## src/rtl/mem_port_arbiter.sv

```systemverilog
// Tape-memory port arbiter: one access per cycle, writes favoured over reads
// with a starvation bound, round-robin per class, 2-cycle read return steering.
module mem_port_arbiter #(
    parameter int NCORES       = 4,
    parameter int STARVE_LIMIT = 4,
    parameter int ADDR_W       = 16,
    parameter int DATA_W       = 16
) (
    input  logic                     clk,
    input  logic                     rst,
    input  logic [NCORES-1:0]        rd_req,
    input  logic [NCORES*ADDR_W-1:0] rd_addr,
    output logic [NCORES-1:0]        rd_gnt,
    output logic [NCORES-1:0]        rd_valid,
    output logic [DATA_W-1:0]        rd_data,
    input  logic [NCORES-1:0]        wr_req,
    input  logic [NCORES*ADDR_W-1:0] wr_addr,
    input  logic [NCORES*DATA_W-1:0] wr_data,
    output logic [NCORES-1:0]        wr_gnt,
    output logic                     mem_en,
    output logic                     mem_we,
    output logic [ADDR_W-1:0]        mem_addr,
    output logic [DATA_W-1:0]        mem_wdata,
    input  logic [DATA_W-1:0]        mem_rdata
);

    localparam int PTR_W = $clog2(NCORES);
    localparam int CNT_W = $clog2(STARVE_LIMIT + 1);

    logic [PTR_W-1:0] rd_ptr, wr_ptr;
    logic [PTR_W-1:0] rd_win, wr_win;
    logic [CNT_W-1:0] starve_cnt;
    logic             any_rd, any_wr;
    logic             pick_rd, pick_wr;
    logic             s1_vld;
    logic [PTR_W-1:0] s1_idx;

    // First requester at or above ptr, wrapping modulo NCORES.
    function automatic logic [PTR_W-1:0] rr_pick(input logic [NCORES-1:0] req,
                                                 input logic [PTR_W-1:0]  ptr);
        logic [PTR_W-1:0] win;
        logic             found;
        int               idx;
        win   = ptr;
        found = 1'b0;
        for (int i = 0; i < NCORES; i++) begin
            idx = (int'(ptr) + i) % NCORES;
            if (!found && req[idx]) begin
                found = 1'b1;
                win   = PTR_W'(idx);
            end
        end
        return win;
    endfunction

    function automatic logic [PTR_W-1:0] ptr_next(input logic [PTR_W-1:0] k);
        return (int'(k) == NCORES - 1) ? '0 : k + PTR_W'(1);
    endfunction

    always_comb begin
        any_rd  = |rd_req;
        any_wr  = |wr_req;
        rd_win  = rr_pick(rd_req, rd_ptr);
        wr_win  = rr_pick(wr_req, wr_ptr);
        pick_wr = any_wr && ((starve_cnt < CNT_W'(STARVE_LIMIT)) || !any_rd);
        pick_rd = any_rd && !pick_wr;
    end

    // Outputs are gated by rst so nothing reaches the memory while in reset.
    always_comb begin
        rd_gnt    = '0;
        wr_gnt    = '0;
        mem_addr  = '0;
        mem_wdata = '0;
        if (!rst && pick_wr) begin
            wr_gnt[wr_win] = 1'b1;
            mem_addr       = wr_addr[int'(wr_win)*ADDR_W +: ADDR_W];
            mem_wdata      = wr_data[int'(wr_win)*DATA_W +: DATA_W];
        end else if (!rst && pick_rd) begin
            rd_gnt[rd_win] = 1'b1;
            mem_addr       = rd_addr[int'(rd_win)*ADDR_W +: ADDR_W];
        end
        mem_we  = |wr_gnt;
        mem_en  = (|wr_gnt) | (|rd_gnt);
        rd_data = mem_rdata;
    end

    always_ff @(posedge clk or posedge rst) begin
        if (rst) begin
            rd_ptr     <= '0;
            wr_ptr     <= '0;
            starve_cnt <= '0;
            s1_vld     <= 1'b0;
            s1_idx     <= '0;
            rd_valid   <= '0;
        end else begin
            if (pick_rd) rd_ptr <= ptr_next(rd_win);
            if (pick_wr) wr_ptr <= ptr_next(wr_win);

            if (pick_wr && any_rd) begin
                if (starve_cnt != CNT_W'(STARVE_LIMIT)) starve_cnt <= starve_cnt + CNT_W'(1);
            end else if (pick_rd || !any_rd) begin
                starve_cnt <= '0;
            end

            // rd_valid acts as the second return stage, decoded to one-hot.
            s1_vld   <= pick_rd;
            s1_idx   <= rd_win;
            rd_valid <= s1_vld ? (NCORES'(1) << s1_idx) : '0;
        end
    end

endmodule

```

## config.mk

```make
export PLATFORM = sky130hd
export DESIGN_NAME = mem_port_arbiter
export DESIGN_NICKNAME = d
export VERILOG_FILES = /design/src/rtl/mem_port_arbiter.sv
export SDC_FILE = /design/constraint.sdc
export NUM_CORES = 1
export LEC_CHECK = 0
export BUFFER_PORTS_ARGS = -buffer_cell sky130_fd_sc_hd__buf_2
export CAP_MARGIN = 15
export CORE_AREA = 2 2 110 112
export CTS_CLUSTER_DIAMETER = 30
export DETAILED_ROUTE_END_ITERATION = 10
export DIE_AREA = 0 0 112 114
export GPL_ROUTABILITY_DRIVEN = 0
export PLACE_DENSITY_LB_ADDON = 0.1
export SETUP_SLACK_MARGIN = 0.2
export SLEW_MARGIN = 10
export SYNTH_ARGS = -nofsm -noshare
export SYNTH_HDL_FRONTEND = slang
export SYNTH_SLANG_ARGS = --single-unit
```

## constraint.sdc

```tcl
create_clock -name clk -period 2.9 [get_ports clk]
set_input_delay 0.58 -clock clk [delete_from_list [all_inputs] [get_ports clk]]
set_output_delay 0.58 -clock clk [all_outputs]
set_load 0.01 [all_outputs]
```

==> impl_metrics.py <==
metrics = {
    "synthesis": {
        "ys.warnings.count": 0,
        "ys_types": 39,
        "synth-edff-count": 0,
        "synth-main-ff-cell": "dfrtp_1",
        "async_flop_share": 1.00,
        "synthCells": 282,
        "netlist_area_sq_mm": 0.00269,
        "syn_area_per_cell_sq_um": 9.52,
        "synth_nets": 507,
        "synth-seq-cells": 14,
        "yosysSeqAreaShare": 0.130,
    },
    "die": {
        "io_pins": 280,
        "dieWidth_microns": 112,
        "core_sq_mm": 0.0117,
        "die_h_microns": 114,
        "die_area_sq_mm": 0.0128,
        "fp-row-count": 40,
        "initial_core_util": 0.229,
    },
    "flow_run": {
        "max-cap-violations": 0,
    },
    "timing": {
        "finalSetupViolCount": 0,
        "fmax_mhz": 350,
        "maxSlewViolCount": 0,
        "slew_headroom": 0.653,
        "fin_skew_ps": 4.20,
        "rsz0062_at_grt": "yes",
        "fin_crit_ps": 2860,
        "min_period_over_period": 0.986,
        "worst_pin_slew_ps": 516,
        "hold_viol": 0,
        "finalSetupTns_ps": 0,
    },
    "setup_path": {
        "cpMaxStageDelayCell": "mux4_2",
        "worstPathMaxFanout": 7,
        "path_common_cell": "buf_2",
        "cp-end-kind": "primary output",
        "path_cells": "buf_2 > and2b_1 > o21ai_2 > o211ai_4 > buf_6 > buf_12 > buf_16 > mux4_2 > o2bb2ai_2 > buf_2",
        "cp_slowest_stage_delay_ps": 440,
        "required_ps": 2320,
        "arrival_ps": 2280,
        "crit_path_start_kind": "input port",
        "path_class": "in -> out",
    },
    "placed_design": {
        "io_buffers": 247,
        "place_hpwl_mm": 10.1,
    },
    "route": {
        "via_per_inst": 5.07,
        "wl_per_cell_microns": 21.3,
        "antenna_left": 0,
        "wl_mm": 15.1,
        "vias": 3596,
        "drc": 0,
        "first_pass_iters": 4,
        "drt_iter0_markers": 179,
    },
    "run_status": {
        "status": "finished, final reports clean",
    },
    "cts": {
        "cts_hold_buf": 0,
        "cts-root-buf": "clkbuf_16",
        "path_clk_slew_ps": 50,
        "cts_max_level": 1,
        "clock-sinks": 14,
        "cts_tree": "done",
        "clk_latency_ps": 240,
        "clk_path_buf_depth": 2,
        "cts_made_buffers": 3,
    },
    "finish": {
        "syn_to_final_growth_pct": 105,
        "drive_gt1_frac": 0.791,
        "final_nets": 786,
    },
    "power_and_ir_drop": {
        "ir_drop_uv": 369,
        "leakage_nw": 2.65,
        "total_power_w": 0.00425,
        "p_per_area_mw_per_mm2": 771,
    },
    "hold_path": {
        "hold_path_class": "reg -> reg",
    },
    "global_routing": {
        "antenna_found_initial": 1,
        "grt_max_degree": 36,
        "grt_usage": 0.210,
        "grt_pass1_vias": 3651,
        "grt_remaining_overflow": 0,
        "grt_pass1_wl_mm": 20.9,
    },
}
==> critical path: cells and delay by family <==
family	cells	cell delay [ps]
AOI/OAI and AO/OA	3	390
and+or+nand+nor	1	190
buffers and inverters	5	670
muxes	1	440
==> placed cells by master, fill, tap and decap left out, types with 8 or more instances in the layout <==
master / n
and3_1: 30
a211oi_2: 13
buf_2: 226
clkbuf_16: 8
a21boi_0: 10
mux4_2: 32
o31ai_4: 8
buf_6: 36
buf_4: 26
dfrtp_1: 11
and2_4: 16
buf_12: 11
o2bb2ai_1: 9
==> synthesized netlist by cell type, drive strengths merged (7+ instances only) <==
cell	count	area, sq um
dfrtp	14	350
clkbuf	9	33.8
nand2	10	40.0
o31ai	17	128
a211oi	16	120
nor2	9	43.8
a21boi	16	120
o2bb2ai	16	140
mux4	32	732
and3	33	206
buf	32	221
and2	23	144
inv	12	45.0
ha	7	87.6
==> area by class of cell <==
class,instances,area (sq um)
fillers,1158,6200
multi-input cells,215,2500
repair buffers,313,2300
clock buffers,4,88.8
diodes,2,5.00
inverters,12,61.3
well taps,147,184
flip-flops and latches,14,354
repair inverters,2,17.5
==> cell families after synthesis <==
kind of cell               after synthesis  synth area share
DFF                                     14             0.130
muxes                                   33             0.277
buffers and inverters                   53             0.112
AOI/OAI and AO/OA                       81             0.239
adders and majority gates                7            0.0326
and+or+nand+nor                         94             0.209
==> state kept, by name, summed over array words and instances (netlist names) <==
name	cells
rd_ptr	2
rd_valid	4
s1_idx	2
s1_vld	1
starve_cnt	3
wr_ptr	2
==> routing by layer <==
layer,up-vias,global-route usage,share of wire
li1,1652,-,-
met1,1759,0.264,0.40
met4,0,0.0244,0.0099
met3,10,0.0499,0.070
met2,175,0.379,0.52
met5,-,0,0
==> what timing repair did <==
item / in CTS / in global routing
setup buffers: 17 / 13
gates cloned: 9 / 7
pin swaps: 20 / 26
gates resized for setup: 45 / 127
setup endpoints to repair: 38 / 41
==> power by group <==
part / switching [W] / total [W] / internal, W
logic: 0.00163 / 0.00360 / 0.00197
clock network: 0.0000784 / 0.000287 / 0.000209
registers: 0.0000844 / 0.000358 / 0.000273
total: 0.00180 / 0.00425 / 0.00245
==> through the flow <==
step	hold slack, ps	setup slack, ps	area (sq um)	utilization	std cells
floorplan	435	282	2690	-	282
CTS	440	40.8	4730	0.404	687
detailed placement	456	-174	4120	0.351	657
global route	488	-18.9	5510	0.471	708
finish	465	39.6	5510	0.471	709
global placement	455	-165	4120	0.351	657
==> path summary, 6_finish.rpt <==
| path | start | cells past startpoint | slack [ps] | to |
|---|---|---|---|---|
| min in group asynchronous | rst | 3 | 500 | rd_ptr[0] |
| max in group asynchronous | rst | 3 | 2220 | wr_ptr[0] |
| worst min-delay path | s1_idx[0] | 1 | 460 | rd_valid[2] |
| worst max-delay path | wr_req[2] | 10 | 40 | mem_addr[15] |
| worst min register to register | s1_idx[0] | 1 | 460 | rd_valid[2] |
| worst max register to register | rd_ptr[1] | 8 | 820 | rd_ptr[0] |
(Power assumes the default switching activity.)
